## config.mk

```make
export PLATFORM = sky130hd
export DESIGN_NAME = systolic_array_ctrl_flat
export DESIGN_NICKNAME = d
export VERILOG_FILES = /design/src/rtl/systolic_array_ctrl_if.sv /design/src/rtl/systolic_array_ctrl.sv /design/src/flat_wrapper.sv
export SDC_FILE = /design/constraint.sdc
export NUM_CORES = 1
export LEC_CHECK = 0
export CORE_MARGIN = 3
export CORE_UTILIZATION = 25
export DETAILED_ROUTE_END_ITERATION = 6
export SLEW_MARGIN = 20
export SYNTH_ARGS = -nofsm -noshare
export SYNTH_HDL_FRONTEND = slang
export SYNTH_SLANG_ARGS = --single-unit
export TNS_END_PERCENT = 50
```

## constraint.sdc

```tcl
create_clock -name clk -period 2.1 [get_ports clk]
set_input_delay 0.42 -clock clk [delete_from_list [all_inputs] [get_ports clk]]
set_output_delay 0.42 -clock clk [all_outputs]
set_load 0.005 [all_outputs]
```

## src/rtl/systolic_array_ctrl_if.sv

```systemverilog
// Signal bundle between the job issuer, the systolic-array sequencer and the array's buffers.
// master: job issuer / observer side; slave: the sequencer.
interface systolic_array_ctrl_if #(
    parameter int ARRAY_M = 16,
    parameter int ADDR_W  = 10,
    parameter int VEC_W   = 10
);
    // cfg_start is a single-cycle request with no ready: it is taken only while busy is low,
    // otherwise it is dropped; busy is the back-pressure indication for the issuer.
    logic               cfg_start;
    logic [ADDR_W-1:0]  cfg_wgt_base;
    logic [ADDR_W-1:0]  cfg_inp_base;
    logic [VEC_W-1:0]   cfg_num_vec;

    logic               busy;
    logic               done;
    logic               wgt_rd_req;
    logic [ADDR_W-1:0]  wgt_rd_addr;
    logic               inp_rd_req;
    logic [ADDR_W-1:0]  inp_rd_addr;
    logic [ARRAY_M-1:0] b_path_en;
    logic [ARRAY_M-1:0] b_en;
    logic               out_valid;
    logic [VEC_W-1:0]   out_idx;
    logic [2:0]         dbg_state;

    modport master (
        output cfg_start, cfg_wgt_base, cfg_inp_base, cfg_num_vec,
        input  busy, done, wgt_rd_req, wgt_rd_addr, inp_rd_req, inp_rd_addr,
               b_path_en, b_en, out_valid, out_idx, dbg_state
    );

    modport slave (
        input  cfg_start, cfg_wgt_base, cfg_inp_base, cfg_num_vec,
        output busy, done, wgt_rd_req, wgt_rd_addr, inp_rd_req, inp_rd_addr,
               b_path_en, b_en, out_valid, out_idx, dbg_state
    );
endinterface

```

## src/rtl/systolic_array_ctrl.sv

```systemverilog
// Job sequencer for the weight-stationary systolic array: weight load, commit, activation
// streaming and result tracking until the array has drained.
module systolic_array_ctrl #(
    parameter int ARRAY_M  = 16,
    parameter int ARRAY_N  = 16,
    parameter int ADDR_W   = 10,
    parameter int VEC_W    = 10,
    parameter int PIPE_LAT = 32
) (
    input  logic                 clk,
    input  logic                 reset,
    systolic_array_ctrl_if.slave bus
);
    localparam int               CNT_W    = $clog2(ARRAY_M + 1);
    localparam logic [CNT_W-1:0] ROW_LAST = CNT_W'(ARRAY_M - 1);

    if (ARRAY_M < 1 || ARRAY_N < 1 || PIPE_LAT < 1) begin : g_param_check
        $error("systolic_array_ctrl: ARRAY_M, ARRAY_N and PIPE_LAT must all be >= 1");
    end

    typedef enum logic [2:0] {
        S_IDLE    = 3'd0,
        S_WLOAD   = 3'd1,
        S_WCOMMIT = 3'd2,
        S_COMPUTE = 3'd3,
        S_DRAIN   = 3'd4
    } state_e;

    state_e             state_q, state_d;
    logic [CNT_W-1:0]   wcnt_q, wcnt_d;
    logic [VEC_W-1:0]   vcnt_q, vcnt_d;
    logic               b_en_q, b_en_d;

    logic [ADDR_W-1:0]  wgt_base_q;
    logic [ADDR_W-1:0]  inp_base_q;
    logic [VEC_W-1:0]   num_vec_q;

    logic               cfg_latch;
    logic               wgt_req;
    logic               inp_req;
    logic               shift_en;
    logic               done;
    logic               pipe_empty;

    // Result tracker: bit i of pv_q set means a vector issued i+1 cycles ago is in flight.
    logic [PIPE_LAT:0]  pv_q;
    logic [VEC_W-1:0]   pidx_q [PIPE_LAT+1];

    assign pipe_empty = ~|pv_q;

    always_ff @(posedge clk) begin
        if (reset) begin
            state_q <= S_IDLE;
            wcnt_q  <= '0;
            vcnt_q  <= '0;
            b_en_q  <= 1'b0;
        end else begin
            state_q <= state_d;
            wcnt_q  <= wcnt_d;
            vcnt_q  <= vcnt_d;
            b_en_q  <= b_en_d;
        end
    end

    always_ff @(posedge clk) begin
        if (reset) begin
            wgt_base_q <= '0;
            inp_base_q <= '0;
            num_vec_q  <= '0;
        end else if (cfg_latch) begin
            wgt_base_q <= bus.cfg_wgt_base;
            inp_base_q <= bus.cfg_inp_base;
            num_vec_q  <= bus.cfg_num_vec;
        end
    end

    always_comb begin
        state_d   = state_q;
        wcnt_d    = wcnt_q;
        vcnt_d    = vcnt_q;
        cfg_latch = 1'b0;
        wgt_req   = 1'b0;
        inp_req   = 1'b0;
        shift_en  = 1'b0;
        done      = 1'b0;
        // Commit follows the final shift by exactly one cycle, whatever state comes next.
        b_en_d    = (state_q == S_WCOMMIT);

        unique case (state_q)
            S_IDLE: begin
                if (bus.cfg_start) begin
                    cfg_latch = 1'b1;
                    wcnt_d    = '0;
                    state_d   = S_WLOAD;
                end
            end
            S_WLOAD: begin
                wgt_req  = 1'b1;
                // Read data lags the strobe by one cycle, so shifting starts one cycle in.
                shift_en = (wcnt_q != '0);
                if (wcnt_q == ROW_LAST) begin
                    state_d = S_WCOMMIT;
                end else begin
                    wcnt_d = wcnt_q + CNT_W'(1);
                end
            end
            S_WCOMMIT: begin
                shift_en = 1'b1;
                wcnt_d   = '0;
                vcnt_d   = '0;
                state_d  = (num_vec_q == '0) ? S_DRAIN : S_COMPUTE;
            end
            S_COMPUTE: begin
                inp_req = 1'b1;
                if (vcnt_q + VEC_W'(1) == num_vec_q) begin
                    state_d = S_DRAIN;
                end else begin
                    vcnt_d = vcnt_q + VEC_W'(1);
                end
            end
            S_DRAIN: begin
                if (pipe_empty) begin
                    done    = 1'b1;
                    state_d = S_IDLE;
                end
            end
            default: begin
                state_d = S_IDLE;
            end
        endcase
    end

    always_ff @(posedge clk) begin
        if (reset) begin
            pv_q <= '0;
            for (int i = 0; i <= PIPE_LAT; i++) begin
                pidx_q[i] <= '0;
            end
        end else begin
            pv_q      <= {pv_q[PIPE_LAT-1:0], inp_req};
            pidx_q[0] <= inp_req ? vcnt_q : '0;
            for (int i = 1; i <= PIPE_LAT; i++) begin
                pidx_q[i] <= pidx_q[i-1];
            end
        end
    end

    assign bus.busy        = (state_q != S_IDLE);
    assign bus.done        = done;
    assign bus.wgt_rd_req  = wgt_req;
    assign bus.wgt_rd_addr = wgt_req ? wgt_base_q + ADDR_W'(wcnt_q) : '0;
    assign bus.inp_rd_req  = inp_req;
    assign bus.inp_rd_addr = inp_req ? inp_base_q + ADDR_W'(vcnt_q) : '0;
    assign bus.b_path_en   = {ARRAY_M{shift_en}};
    assign bus.b_en        = {ARRAY_M{b_en_q}};
    assign bus.out_valid   = pv_q[PIPE_LAT];
    assign bus.out_idx     = pidx_q[PIPE_LAT];
    assign bus.dbg_state   = state_q;

    // Committing while a shift is still in progress would latch a half-loaded weight column.
    a_no_shift_commit_overlap: assert property (@(posedge clk) disable iff (reset)
        !(b_en_q && shift_en));

endmodule

```

## src/flat_wrapper.sv

```systemverilog
// flat-port wrapper written by rule: the top's interface ports become plain ports
module systolic_array_ctrl_flat 
#(
    parameter int ARRAY_M  = 16,
    parameter int ARRAY_N  = 16,
    parameter int ADDR_W   = 10,
    parameter int VEC_W    = 10,
    parameter int PIPE_LAT = 32
)
  (clk, reset, bus_cfg_start, bus_cfg_wgt_base, bus_cfg_inp_base, bus_cfg_num_vec, bus_busy, bus_done, bus_wgt_rd_req, bus_wgt_rd_addr, bus_inp_rd_req, bus_inp_rd_addr, bus_b_path_en, bus_b_en, bus_out_valid, bus_out_idx, bus_dbg_state);
  systolic_array_ctrl_if #(.ARRAY_M(ARRAY_M), .ADDR_W(ADDR_W), .VEC_W(VEC_W)) bus_i ();
  input  logic clk;
  input  logic reset;
  input wire logic [$bits(bus_i.cfg_start)-1:0] bus_cfg_start;
  input wire logic [$bits(bus_i.cfg_wgt_base)-1:0] bus_cfg_wgt_base;
  input wire logic [$bits(bus_i.cfg_inp_base)-1:0] bus_cfg_inp_base;
  input wire logic [$bits(bus_i.cfg_num_vec)-1:0] bus_cfg_num_vec;
  output wire logic [$bits(bus_i.busy)-1:0] bus_busy;
  output wire logic [$bits(bus_i.done)-1:0] bus_done;
  output wire logic [$bits(bus_i.wgt_rd_req)-1:0] bus_wgt_rd_req;
  output wire logic [$bits(bus_i.wgt_rd_addr)-1:0] bus_wgt_rd_addr;
  output wire logic [$bits(bus_i.inp_rd_req)-1:0] bus_inp_rd_req;
  output wire logic [$bits(bus_i.inp_rd_addr)-1:0] bus_inp_rd_addr;
  output wire logic [$bits(bus_i.b_path_en)-1:0] bus_b_path_en;
  output wire logic [$bits(bus_i.b_en)-1:0] bus_b_en;
  output wire logic [$bits(bus_i.out_valid)-1:0] bus_out_valid;
  output wire logic [$bits(bus_i.out_idx)-1:0] bus_out_idx;
  output wire logic [$bits(bus_i.dbg_state)-1:0] bus_dbg_state;
  assign bus_i.cfg_start = bus_cfg_start;
  assign bus_i.cfg_wgt_base = bus_cfg_wgt_base;
  assign bus_i.cfg_inp_base = bus_cfg_inp_base;
  assign bus_i.cfg_num_vec = bus_cfg_num_vec;
  assign bus_busy = bus_i.busy;
  assign bus_done = bus_i.done;
  assign bus_wgt_rd_req = bus_i.wgt_rd_req;
  assign bus_wgt_rd_addr = bus_i.wgt_rd_addr;
  assign bus_inp_rd_req = bus_i.inp_rd_req;
  assign bus_inp_rd_addr = bus_i.inp_rd_addr;
  assign bus_b_path_en = bus_i.b_path_en;
  assign bus_b_en = bus_i.b_en;
  assign bus_out_valid = bus_i.out_valid;
  assign bus_out_idx = bus_i.out_idx;
  assign bus_dbg_state = bus_i.dbg_state;
  systolic_array_ctrl #(.ARRAY_M(ARRAY_M), .ARRAY_N(ARRAY_N), .ADDR_W(ADDR_W), .VEC_W(VEC_W), .PIPE_LAT(PIPE_LAT)) u_core (.clk(clk), .reset(reset), .bus(bus_i));
endmodule
```

After elaboration in Yosys (flattened, before gate mapping) --
Memories as Yosys holds them, arrays and structs flattened. Cells that the tools add are included. W data, S select, Z words.
Word-level totals: memories 1, bits in read-only memories 0, register bits after elaboration 82, memory bits (writable) 330, bits in latches 0, word-level logic and storage cells 125
Operators by class: shifts and indexed selects 0, mux-type cells 57, add/sub/neg operators 4, bitwise gates (word level) 33, div/mod/pow operators 0, multipliers 0, equality and inequality tests 12, order comparisons 0, reduce and logical (&&, ||, !) cells 10
Memories:
- u_core.pidx_q | depth 33, bits a word 10, rd ports 33, clocked after memory_dff 0, write ports 33, RTL line systolic_array_ctrl.sv:47 | logic [VEC_W-1:0] pidx_q [PIPE_LAT+1];
Operators by type and width (count):
- $mux W10 | 37
- $or A1 B1 Y1 | 33
- $reduce_or A33 Y1 | 1
- $pmux W10 S2 | 1
- $mux W3 | 5
- $pmux W3 S5 | 1
- $pmux W5 S3 | 1
- $add A10 B1 Y10 const B | 1
- $add A10 B10 Y10 | 1
- $add A10 B5 Y10 | 1
- $eq A10 B10 Y1 | 1
- $logic_not A10 Y1 | 1
- $mux W5 | 2
- $mux W1 | 9
- $ne A2 B2 Y1 const B | 4
- $eq A3 B2 Y1 const B | 2
- $reduce_bool A3 Y1 | 2
- $add A5 B1 Y5 const B | 1
- $eq A5 B4 Y1 const B | 1
- $reduce_bool A5 Y1 | 1
- $ne A2 B1 Y1 const B | 2
- $reduce_and A4 Y1 | 1
- $eq A3 B1 Y1 const B | 1
- $eq A3 B3 Y1 const B | 1
- other kinds (5) | 5

Depth between registers and ports, before layout --
depth in word-level cells 4, depth in mapped cells 10

Worst setup path before layout --
Ideal clock, no wire load.
path kind register -> register, from register u_core.vcnt_q[0], to register u_core.vcnt_q[7], period minus slack after synthesis 2.328 ns, arrival time 2.195 ns, slack -0.228 ns, path buffers 2, cell stages (with the launch flop) 11, library setup time 0.132 ns, data required time 1.968 ns, path through dfxtp_1 > ha_1 > clkbuf_1 > o21ba_2 > a22oi_1 > o211ai_1 > or4_4 > buf_6 > and4b_1 > o21ai_1 > a21oi_1
Between the ends: cells in the longest elaborated chain, start to end 4, elaborated cells on any way between the ends 6
RTL lines:
- from (decl) | RTL line systolic_array_ctrl.sv:31 | logic [VEC_W-1:0] vcnt_q, vcnt_d;
- from (signal assigned) | RTL line systolic_array_ctrl.sv:60 | vcnt_q <= vcnt_d;
- $add A10 B1 Y10 * | RTL line systolic_array_ctrl.sv:115, systolic_array_ctrl.sv:118
- $eq A10 B10 Y1 | RTL line systolic_array_ctrl.sv:115 | if (vcnt_q + VEC_W'(1) == num_vec_q) begin
- $ne A2 B2 Y1 (no source line)
- $reduce_and A2 Y1 (no source line)
Mark *: on every way between the ends. The rest lies on a longest branch, timed or not. The select of a mux whose other input is x is not followed. A chain may end at the register's enable or synchronous reset.

Worst setup path in the final report --
from register u_core.wcnt_q[1], to output bus_wgt_rd_addr[7]
Between the ends: cells in the longest elaborated chain, start to end 2
RTL lines:
- from (decl) | RTL line systolic_array_ctrl.sv:30 | logic [CNT_W-1:0] wcnt_q, wcnt_d;
- from (signal assigned) | RTL line systolic_array_ctrl.sv:59 | wcnt_q <= wcnt_d;
- $add A10 B5 Y10 | RTL line systolic_array_ctrl.sv:151 | assign bus.wgt_rd_addr = wgt_req ? wgt_base_q + ADDR_W'(wcnt_q) : '0;
- $mux W10 | RTL line systolic_array_ctrl.sv:151
- to (decl) | RTL line flat_wrapper.sv:21 | output wire logic [$bits(bus_i.wgt_rd_addr)-1:0] bus_wgt_rd_addr;
Every way passes these cells.

==> summary.txt <==
GRT
  – Vias in the first global route: 7713
  – Initial antenna violation count: 0
  – Gr ovfl total: 0
  – Largest net degree at the start of global routing: 96
  – First-pass GRT wire length: 37100 um
  – GRT Total Usage: 7.85%

Timing
  – Final hold violation count: 0
  – Unrepaired setup endpoints after global routing: yes
  – Endpoints failing setup: 50
  – Final worst-path cycle share: 136%
  – Slew Viols, Final: 0
  – Setup TNS: -19.57 ns
  – Max-slew headroom: 66.8%
  – Final worst setup slack: -0.757 ns
  – Clk_skew: 0.0153 ns
  – Tmin final: 2.86 ns
  – Slew @ Worst Pin: 0.498 ns
  – Max Clk Rate: 350 MHz

Pwr
  – Design Power: 16.0 mW
  – Sw frac: 21.7%
  – Seq pwr share: 49.6%
  – Power Dens Cells: 924 nW/um2
  – Maximum vdd drop: 0.509 mV
  – Internal power: 12.5 mW
  – Comb pwr share: 6.0%
  – Fraction of power consumed by the clock network: 44.4%
  – Net switching power: 3.46 mW
  – Leak: 6.84 nW

Synth
  – Synthesized Nets: 1301
  – Synthesized area: 13200 um2
  – Post-synth EDFFs: 0
  – Synth Instances: 1248
  – Post-synth ARST share: 0%
  – Top FF cell, synth: dfxtp_1
  – Ys Warns: 0
  – Flop and latch count out of synthesis: 412
  – Distinct cells, synth: 57
  – Post-Syn Area per Cell: 10.6 um2
  – Post-synthesis sequential area ratio: 62.4%

Drt
  – DR iter-0 viols: 321
  – Final wirelength: 22900 um
  – Total number of vias: 8272
  – Routed Antenna Nets: 0
  – WL/cell: 10.9 um
  – Vias/cell: 3.92
  – DR pass1 iterations: 4
  – Residual DRC: 0

Final layout
  – Antenna diodes: 0
  – Fillcell total: 5209
  – Final non-filler cell area: 17300 um2
  – FF+latch area: 8280 um2
  – Share of cells above drive strength 1: 21.6%
  – Synth-to-layout area growth: 30.7%
  – Multi-input gate area: 4750 um2
  – Nets: 1456

CTS
  – Total clock sinks: 412
  – Num CTS Buffers: 39
  – Worst-path clk slew: 0.06 ns
  – Htree depth: 2
  – CTS Root Cell: clkbuf_16
  – CTS max path bufs: 3
  – Clk_lat worst skew: 0.54 ns
  – TritonCTS clock tree: built

Place
  – Detailed placer's ending HPWL: 13700 um
  – Dpl cell area: 15300 um2
  – Port buffer count: 102
  – GP Congestion: 0.814

Critical path
  – Critical path depth: 10
  – Max stage delay on crit path: 0.35 ns
  – Worst path cell trace: buf_6, ha_4, a21o_1, a21oi_2, o21ai_2, a21oi_2, buf_4, or3_1, a21oi_2, buf_2
  – Delay-heaviest family, CP: compound AO/OA/AOI/OAI gates
  – Most frequent CP cell: a21oi_2
  – Critical Path RT: 1.68 ns
  – Maximum fanout along the worst path: 3
  – Critical path launch point type: flop
  – Worst r2r path cells: 11
  – CP Class: flop to output port
  – Kind of end point of the critical path: output port
  – Arr. time, crit path: 2.44 ns
  – CP max stage cell: dfxtp_4
  – Buf/Inv on CP: 3

Die
  – Cell row count: 83
  – Die X: 236 um
  – Die Height: 236 um
  – Starting Density: 25.5%
  – Die footprint: 55700 um2
  – I/O pins: 103
  – Core Area: 51800 um2

Min path
  – Hold depth: 2
  – Hold crit path type: input pin to flop

Outcome
  – Status: finished with violations
  – Failing checks: setup timing

Run
  – Max cap viols: 0
routing by layer:
metal	GRT usage (%)	vias up	share of wire, %	routed length (um)
met5	0	-	0	0
met4	2.29	0	2.0	463
met3	2.06	45	5.1	1170
met2	12.9	159	46	10500
met1	10.1	3852	47	10800
li1	-	4216	-	-
cell usage in the layout, fill, tap and decap left out, drive strengths merged, types with 2 or more instances in the layout:
cell	Yosys	layout
dfxtp	412	412
nor2b	358	358
buf	50	156
nand2	78	78
clkdlybuf4s50	0	60
a21oi	59	59
clkbuf	56	52
nor2	41	41
inv	21	24
o21ai	19	19
ha	18	18
and2	16	16
xnor2	15	15
nor3	15	15
and3	12	12
xor2	10	10
nor4	9	9
clkinv	0	8
nand3	5	5
or3	5	5
a21boi	5	5
bufinv	0	4
or4	4	4
nand3b	3	3
o32ai	3	3
nand4	3	3
a21o	2	2
nand2b	2	2
a211o	2	2
o211ai	2	2
nand4b	2	2
fa	2	2
dlymetal6s2s	0	2
nor4b	2	2
a211oi	2	2
logic make-up after synthesis:
group | after synthesis | share of synthesized area [%]
buffers and inverters | 127 | 4.95
flip-flops | 412 | 62.4
AND/OR/NAND/NOR | 558 | 24.3
XOR/XNOR | 25 | 1.66
multiplexers | 1 | 0.0757
adder cells (fa/ha/maj) | 20 | 2.01
AO/OA/AOI/OAI | 105 | 4.63
path summary, 6_finish.rpt:
kind	start	end	slack, ns
max	u_core.wcnt_q[1]	bus_wgt_rd_addr[7]	-0.76
min	reset	u_core.pidx_q[0][99]	0.28
max reg2reg	u_core.vcnt_q[1]	u_core.vcnt_q[9]	-0.37
min reg2reg	u_core.pidx_q[0][65]	u_core.pidx_q[0][75]	0.43
cell usage after synthesis, types with 3 or more instances:
| library cell | count | share of area [%] |
|---|---|---|
| nand3b_1 | 3 | 0.17 |
| buf_4 | 42 | 2.4 |
| and2_1 | 15 | 0.71 |
| nand2_1 | 77 | 2.2 |
| a21boi_1 | 4 | 0.23 |
| ha_1 | 18 | 1.7 |
| xnor2_1 | 15 | 0.99 |
| nor2b_1 | 358 | 17 |
| o21ai_0 | 12 | 0.45 |
| buf_2 | 4 | 0.15 |
| xor2_1 | 10 | 0.66 |
| nor3_1 | 15 | 0.57 |
| dfxtp_1 | 412 | 62 |
| nor4_1 | 9 | 0.43 |
| or3_1 | 5 | 0.24 |
| or4_1 | 3 | 0.17 |
| o32ai_1 | 3 | 0.20 |
| o21ai_1 | 7 | 0.26 |
| inv_1 | 20 | 0.57 |
| nor2_1 | 41 | 1.2 |
| clkbuf_1 | 56 | 1.6 |
| and3_1 | 12 | 0.57 |
| a21oi_1 | 58 | 2.2 |
| nand3_1 | 5 | 0.19 |
power groups by stage:
stage | logic, mW | registers (mW) | clock network [mW]
after CTS | 0.929 | 7.92 | 7.35
final | 0.958 | 7.92 | 7.09
after detailed placement | 0.794 | 8.09 | 0
after global placement | 0.785 | 8.08 | 0
after floorplan | 0.455 | 8.08 | 0
after global routing | 1.05 | 7.92 | 7.68
flip-flops by register name (all words and copies together) (netlist names):
signal                cells
u_core.pv_q              33
u_core.pidx_q           330
u_core.vcnt_q            10
u_core.wgt_base_q        10
u_core.bus.dbg_state      3
u_core.b_en_q             1
u_core.wcnt_q             5
u_core.num_vec_q         10
u_core.inp_base_q        10
area by class of cell:
cell class                 count  share of cell area (%)
clock buffer                  51                    6.25
clock inverter                15                    1.32
inverter                      21                   0.485
multi-input combinational    709                    27.5
sequential                   412                    47.9
tap                          680                    4.92
timing repair buffer         220                    11.7
through the flow:
stage               worst slack [ns]  instances  util, %  hold WS (ns)
finish                        -0.757       2108     33.4         0.284
global route                  -0.888       2108     33.4         0.282
CTS                           -0.880       2104     33.0         0.264
detailed placement            -0.777       2013     29.4         0.420
global placement              -0.699       2013     29.4         0.416
floorplan                     -0.105       1248        -         0.414
repair_timing:
action	in CTS	in global routing
buffers inserted	27	7
hold buffers	0	0
gates cloned	1	0
endpoints found under the setup margin	72	55
gates resized for setup	281	39
pin swaps	56	29
No activity file was read; power rests on OpenSTA's default activity.
